[src/rtl/reg_scoreboard_pkg.sv]
// Shared processor constants and scoreboard helper types.
package reg_scoreboard_pkg;

  localparam int unsigned RegIdxW = 5;
  localparam int unsigned NumRegs = 32;

  typedef logic [RegIdxW-1:0] reg_idx_t;

  // r0 is hardwired to zero, so it is never tracked.
  function automatic logic is_zero_reg(input reg_idx_t r);
    return r == '0;
  endfunction

endpackage

[src/rtl/sb_counter.sv]
// Saturating in-flight write counter for one architectural register.
module sb_counter #(
  parameter int unsigned CNT_W = 2
) (
  input  logic             clk_i,
  input  logic             rst_i,
  input  logic             inc_i,
  input  logic             dec_i,
  input  logic             clr_i,
  output logic [CNT_W-1:0] cnt_o
);

  localparam logic [CNT_W-1:0] CntMax  = {CNT_W{1'b1}};
  localparam logic [CNT_W-1:0] CntZero = '0;

  logic [CNT_W-1:0] cnt_q, cnt_d;

  // Next count: clear wins; simultaneous inc and dec cancel; saturate at both ends.
  always_comb begin
    cnt_d = cnt_q;
    if (clr_i) begin
      cnt_d = CntZero;
    end else if (inc_i && !dec_i) begin
      if (cnt_q != CntMax) cnt_d = cnt_q + 1'b1;
    end else if (dec_i && !inc_i) begin
      if (cnt_q != CntZero) cnt_d = cnt_q - 1'b1;
    end
  end

  // Count register with asynchronous reset.
  always_ff @(posedge clk_i or posedge rst_i) begin
    if (rst_i) begin
      cnt_q <= CntZero;
    end else begin
      cnt_q <= cnt_d;
    end
  end

  assign cnt_o = cnt_q;

  // A retire with nothing in flight points at an upstream bookkeeping bug.
  underflow_chk : assert property (@(posedge clk_i) disable iff (rst_i)
      !(dec_i && !inc_i && !clr_i && (cnt_q == CntZero)))
    else $error("sb_counter: write-back retired on a register with no pending write");

endmodule

[src/rtl/reg_scoreboard.sv]
// Register scoreboard: tracks in-flight writes per register and stalls decode on hazards.
module reg_scoreboard
  import reg_scoreboard_pkg::*;
#(
  parameter int unsigned CNT_W = 2
) (
  input  logic               clock,
  input  logic               reset,
  input  logic               issue_valid,
  input  logic [RegIdxW-1:0] dest_reg,
  input  logic               dest_we,
  input  logic [RegIdxW-1:0] rs_reg,
  input  logic               rs_use,
  input  logic [RegIdxW-1:0] rt_reg,
  input  logic               rt_use,
  input  logic               wb_valid,
  input  logic [RegIdxW-1:0] wb_reg,
  input  logic               flush,
  output logic               stall,
  output logic               issue_accept,
  output logic               busy
);

  localparam logic [CNT_W-1:0] CntMax = {CNT_W{1'b1}};
  localparam logic [CNT_W-1:0] CntOne = CNT_W'(1);

  logic [CNT_W-1:0] cnt [NumRegs];
  logic             rs_block, rt_block, dest_full;

  assign cnt[0] = '0;

  for (genvar i = 1; i < NumRegs; i++) begin : g_cnt
    logic inc, dec;
    assign inc = issue_accept && dest_we && (dest_reg == reg_idx_t'(i));
    assign dec = wb_valid && (wb_reg == reg_idx_t'(i));

    sb_counter #(
      .CNT_W(CNT_W)
    ) u_cnt (
      .clk_i(clock),
      .rst_i(reset),
      .inc_i(inc),
      .dec_i(dec),
      .clr_i(flush),
      .cnt_o(cnt[i])
    );
  end

  // Hazard detection; a source whose last pending write retires this cycle is bypassed.
  always_comb begin
    rs_block  = rs_use && !is_zero_reg(rs_reg) && (cnt[rs_reg] != '0) &&
                !(wb_valid && (wb_reg == rs_reg) && (cnt[rs_reg] == CntOne));
    rt_block  = rt_use && !is_zero_reg(rt_reg) && (cnt[rt_reg] != '0) &&
                !(wb_valid && (wb_reg == rt_reg) && (cnt[rt_reg] == CntOne));
    dest_full = dest_we && !is_zero_reg(dest_reg) && (cnt[dest_reg] == CntMax);
    stall        = issue_valid && (rs_block || rt_block || dest_full);
    issue_accept = issue_valid && !stall;
  end

  // Busy reflects only registered counter state.
  always_comb begin
    busy = 1'b0;
    for (int i = 1; i < NumRegs; i++) begin
      busy = busy | (cnt[i] != '0);
    end
  end

endmodule

[config.mk]
export PLATFORM = sky130hd
export DESIGN_NAME = reg_scoreboard
export DESIGN_NICKNAME = d
export VERILOG_FILES = /design/src/rtl/reg_scoreboard_pkg.sv /design/src/rtl/sb_counter.sv /design/src/rtl/reg_scoreboard.sv
export SDC_FILE = /design/constraint.sdc
export NUM_CORES = 1
export LEC_CHECK = 0
export CAP_MARGIN = 20
export CORE_MARGIN = 2
export CORE_UTILIZATION = 29
export DETAILED_ROUTE_END_ITERATION = 8
export PLACE_DENSITY = 0.54
export RECOVER_POWER = 100
export REMOVE_ABC_BUFFERS = 1
export SYNTH_ARGS = -nofsm -noshare
export SYNTH_HDL_FRONTEND = slang
export SYNTH_SLANG_ARGS = --single-unit
export TNS_END_PERCENT = 20
[constraint.sdc]
create_clock -name clock -period 9.15 [get_ports clock]
set_input_delay 1.83 -clock clock [delete_from_list [all_inputs] [get_ports clock]]
set_output_delay 1.83 -clock clock [all_outputs]
set_load 0.01 [all_outputs]
---- After elaboration in Yosys (flattened, before gate mapping) ----
Index checks and enable logic that the tools add are counted.
word-level totals
  bits in registers ....................... 62
  output and inout bits ................... 3
  word-level logic and storage cells ...... 760
operators by class
  equal/unequal tests ..................... 129
  add/sub/neg operators ................... 62
  reduce and logical (&&, ||, !) cells .... 338
  multiplexer cells ....................... 164
  $lt $le $gt $ge ......................... 3
  bitwise gates (word level) .............. 33
operators with widths
  cell                                                       number
  2-to-1 mux 2 bit                                           161
  nonzero test 3 bit                                         62
  == test 5 bit (second input constant)                      32
  logical AND 1 bit                                          139
  inequality test 3 bit (second input constant)              31
  AND reduction 3 bit                                        31
  == test 5 x 4 -> 1 bit (second input constant)             16
  zero test 1 bit                                            68
  nonzero test 2 bit                                         33
  adder 2 x 1 -> 2 bit (second input constant)               31
  inequality test 2 bit (second input constant)              31
  subtractor 2 x 1 -> 2 bit (second input constant)          31
  == test 5 x 3 -> 1 bit (second input constant)             8
  binary-select mux 2 bit (select 5 bit)                     3
  OR 1 bit                                                   30
  == test 5 x 2 -> 1 bit (second input constant)             4
  greater-or-equal comparator 6 bit (second input constant)  3
  NOT 5 -> 6 bit                                             3
  zero test 5 bit                                            3
  == test 5 x 1 -> 1 bit (second input constant)             2
  == test 5 bit                                              2
  == test 2 x 1 -> 1 bit (second input constant)             2
  == test 2 bit (second input constant)                      1
  logical OR 1 bit                                           2

---- Logic depth before layout (Yosys ltp) ----
  depth after elaboration ................. 31
  gate-level depth with buffers ........... 13
  gate-level depth less buffers ........... 9

---- By module ----
A second synthesis with hierarchy kept.
unflattened totals
  cell total of the unflattened synthesis .. 710
  area, all modules ....................... 5983.2 µm²
modules (own cells, without submodules)
  module          sequential area each (µm²)  area an instance (µm²)  cells each  instances
  sb_counter      50.0                        117.6                   13          31
  reg_scoreboard  0.0                         2337.2                  307         1

---- Least setup slack after synthesis ----
OpenSTA, ideal clock, no wires.
  path kind ............................... input port to output port
  start ................................... in rs_reg[2]
  end ..................................... out issue_accept
  setup slack ............................. 3395 ps
  data arrival time ....................... 3925 ps
  stages on the path ...................... 11
  cells stage by stage .................... buf_2 > buf_6 > mux4_2 > nand2_1 > o311ai_0 > a211o_1 > a41oi_2 > and4_4 > buf_4 > buf_2 > and2_1
on the way
  word-level cells in the longest chain between the ends .. 13
RTL lines
  what                                                  RTL line                                    RTL
  start, declared                                       reg_scoreboard.sv:12                        input logic [RegIdxW-1:0] rs_reg,
  NOT 5 -> 6 bit (implied by the code)                  reg_scoreboard.sv:51, reg_scoreboard.sv:52
  binary-select mux 2 bit (select 5 bit)                reg_scoreboard.sv:51, reg_scoreboard.sv:52
  2-to-1 mux 2 bit (implied by the code) (2 in series)  reg_scoreboard.sv:51, reg_scoreboard.sv:52
  == test 2 x 1 -> 1 bit                                reg_scoreboard.sv:52                        !(wb_valid && (wb_reg == rs_reg) && (cnt[rs_reg] == CntOne));
  logical AND 1 bit                                     reg_scoreboard.sv:52
  zero test 1 bit                                       reg_scoreboard.sv:52
  logical AND 1 bit (*)                                 reg_scoreboard.sv:51                        rs_block = rs_use && !is_zero_reg(rs_reg) && (cnt[rs_reg] != '0) &&
  logical OR 1 bit (*) (2 in series)                    reg_scoreboard.sv:56                        stall = issue_valid && (rs_block || rt_block || dest_full);
  logical AND 1 bit (*)                                 reg_scoreboard.sv:56
  zero test 1 bit (*)                                   reg_scoreboard.sv:57                        issue_accept = issue_valid && !stall;
  logical AND 1 bit (*)                                 reg_scoreboard.sv:57
  end, declared                                         reg_scoreboard.sv:20                        output logic issue_accept,
Mark *: on every way between the ends. The rest lies on a longest branch, timed or not. The select of a mux whose other input is x is not followed.

---- Worst setup path in the final report ----
  start ................................... in rt_reg[0]
  end ..................................... out issue_accept
on the way
  word-level cells in the longest chain between the ends .. 13
RTL lines
  what                                                  RTL line                                    RTL
  start, declared                                       reg_scoreboard.sv:14                        input logic [RegIdxW-1:0] rt_reg,
  NOT 5 -> 6 bit (implied by the code)                  reg_scoreboard.sv:53, reg_scoreboard.sv:54
  binary-select mux 2 bit (select 5 bit)                reg_scoreboard.sv:53, reg_scoreboard.sv:54
  2-to-1 mux 2 bit (implied by the code) (2 in series)  reg_scoreboard.sv:53, reg_scoreboard.sv:54
  == test 2 x 1 -> 1 bit                                reg_scoreboard.sv:54                        !(wb_valid && (wb_reg == rt_reg) && (cnt[rt_reg] == CntOne));
  logical AND 1 bit                                     reg_scoreboard.sv:54
  zero test 1 bit                                       reg_scoreboard.sv:54
  logical AND 1 bit (*)                                 reg_scoreboard.sv:53                        rt_block = rt_use && !is_zero_reg(rt_reg) && (cnt[rt_reg] != '0) &&
  logical OR 1 bit (*) (2 in series)                    reg_scoreboard.sv:56
  logical AND 1 bit (*)                                 reg_scoreboard.sv:56
  zero test 1 bit (*)                                   reg_scoreboard.sv:57
  logical AND 1 bit (*)                                 reg_scoreboard.sv:57
Marks and branches as above.

==> out/qor.csv <==
metric;value;unit
status;complete, but fails checks;
failing checks;max-capacitance violations, max-slew violations;
TritonCTS clock tree;yes;
Die Y;149.0;µm
initial core utilization;29.27;%
Critical Path AT;6180;ps
Slew HR;-143.6;%
final core occ;32.24;%
grt ovf;0;
worst hold stages;1;
Worst EP required;7320;ps
MaxCap Viol Count;1;
max reg flops;62;
yosys warns;0;
DR iter-0 viols;718;
H-Tree Depth;3;
post-route clock period utilization;87.54;%
Skew-Pair Late Insertion Delay;350;ps
Pre-Repair DR Iteration Count;5;
Clock Tree Buf Depth;2;
fin area;0.006714;mm²
number of global-route vias before repair;5788;
root buffer cell;clkbuf_16;
Power Density;106.7;mW/mm²
Worst Hold Class;reg2reg;
register area share after synthesis;25.46;%
CTS sink cnt;62;
pin count of the biggest net entering global routing;68;
clock slew at reported path FFs;50;ps
synthesized instance count;724;
vias after detailed routing;6220;
fmax;0.1249;GHz
Mapped Area;0.006095;mm²
GRT Util Overall;21.11;%
Pwr Total;0.7166;mW
Distinct cells, synth;68;
final wirelength;22900;µm
I/O Buffers;30;
Peak VDD IR;0.08047;mV
die width;149.0;µm
Synth area leaders;dfrtp_1, mux4_2, nand2_1;
Static Leak;2.388;nW
Final ANT Viol Nets;0;
Avg Cell Area, Syn;8.418;µm²
dpl ws;1698;ps
Inst Count DP;981;
CP max FO;41;
CTS-repair resized insts;0;
die area;0.02219;mm²
placed cell areas;0.006492;mm²
gpl congestion;0.9578;
CTS Buf Count;9;
fin cells;996;
CP Capture Type;output pin;
IO Count;31;
Post-synth EDFFs;0;
layout cells sized above 1;8.877;%
worst setup margin;1141;ps
Setup crit start kind;primary input;
top cells by instance count after synthesis;nand2_1, dfrtp_1, nor2_1;
DRC;0;
first-pass GRT wire length;35560;µm
Rows;53;
top cell type's share of synthesized area;25.46;%
leading cell type by number of instances after synthesis;nand2_1;
RSZ-0062 raised after global routing;no;
antenna violations before repair;0;
Hold-fix buffers, CTS;0;
post-CTS setup buffers;0;
Setup Skew;9.536;ps
worst r2r path cells;9;
post-synth top area cell;dfrtp_1;
vias per inst;6.245;
final slew viol count;63;
routed wire length per instance;22.99;µm
Async SR Flop Fraction;100.0;%
ys flop type;dfrtp_1;
area added between synthesis and finish;10.16;%
hold_ws;649.4;ps
worst setup path category;in2out;
Final Critical Period;8010;ps
core area;0.02082;mm²
Post-DP HPWL;16300;µm
total negative slack;0;ps
Worst Max-Slew Pin Slew;3653;ps
final hold viol count;0;
synthesized flop and latch total;62;
antenna cells;0;
layout net count;746;
Setup-failing EPs final;0;
[cell usage in the layout, fill, tap and decap left out, drive strengths merged, types with 16 or more instances in the layout]
cell type and n:
nand2 74, dfrtp 62, nor2 56, nor4 33, nand3 31, a21oi 30
nor3 28, o21ai 27, mux4 25, mux2i 25, a211oi 25, clkdlybuf4s50 23
a31oi 21, nor2b 18, nand4 18, nand2b 17, and2 16
[worst paths after layout]
| path | from | to | slack, ps |
|---|---|---|---|
| max reg2reg | g_cnt[21].u_cnt.cnt_o[0]$_DFFE_PP0P_ | g_cnt[18].u_cnt.cnt_o[0]$_DFFE_PP0P_ | 5270 |
| max | rt_reg[0] | issue_accept | 1140 |
| max in group asynchronous | reset | g_cnt[13].u_cnt.cnt_o[0]$_DFFE_PP0P_ | 3740 |
| min reg2reg | g_cnt[7].u_cnt.cnt_o[0]$_DFFE_PP0P_ | g_cnt[7].u_cnt.cnt_o[0]$_DFFE_PP0P_ | 650 |
| min | g_cnt[7].u_cnt.cnt_o[0]$_DFFE_PP0P_ | g_cnt[7].u_cnt.cnt_o[0]$_DFFE_PP0P_ | 650 |
| min in group asynchronous | reset | g_cnt[30].u_cnt.cnt_o[1]$_DFFE_PP0P_ | 3340 |
[per-layer routing]
metal | vias up | global-route usage (%) | part of all wire, %
li1 | 2799 | - | -
met1 | 3026 | 29.79 | 44
met2 | 323 | 31.57 | 44
met3 | 72 | 4.128 | 8.7
met4 | 0 | 8.762 | 3.6
met5 | - | 0 | 0
[power breakdown]
group	internal [mW]	switching (mW)	leakage (nW)	total, mW
logic	0.0409	0.0886	1.39	0.130
clock network	0.186	0.123	0.128	0.309
registers	0.275	0.00247	0.866	0.278
total	0.503	0.214	2.39	0.717
[cells by family after synthesis]
kind of cell	synth area share (%)
flip-flops	25.46
buffers and inverters	4.824
multiplexers	15.93
AO/OA/AOI/OAI	21.80
XOR/XNOR	3.593
AND/OR/NAND/NOR	28.39
[critical path, stage by stage]
cell	delay, ps
dlygate4sd3_1	1100
mux4_2	610
a2111oi_0	480
a311oi_1	110
nand4_1	130
clkbuf_1	490
and4_4	630
and2_1	180
dlygate4sd3_1	600
[area by class of cell]
type	instances	area (µm²)
clock buffer	12	246.5
clock inverter	2	10.01
fill	2253	14110
inverter	6	22.52
multi-input combinational	604	4210
sequential	62	1551
tap	275	344.1
timing repair buffer	35	329.1
Note: power is estimated with default switching activity, not from simulation.
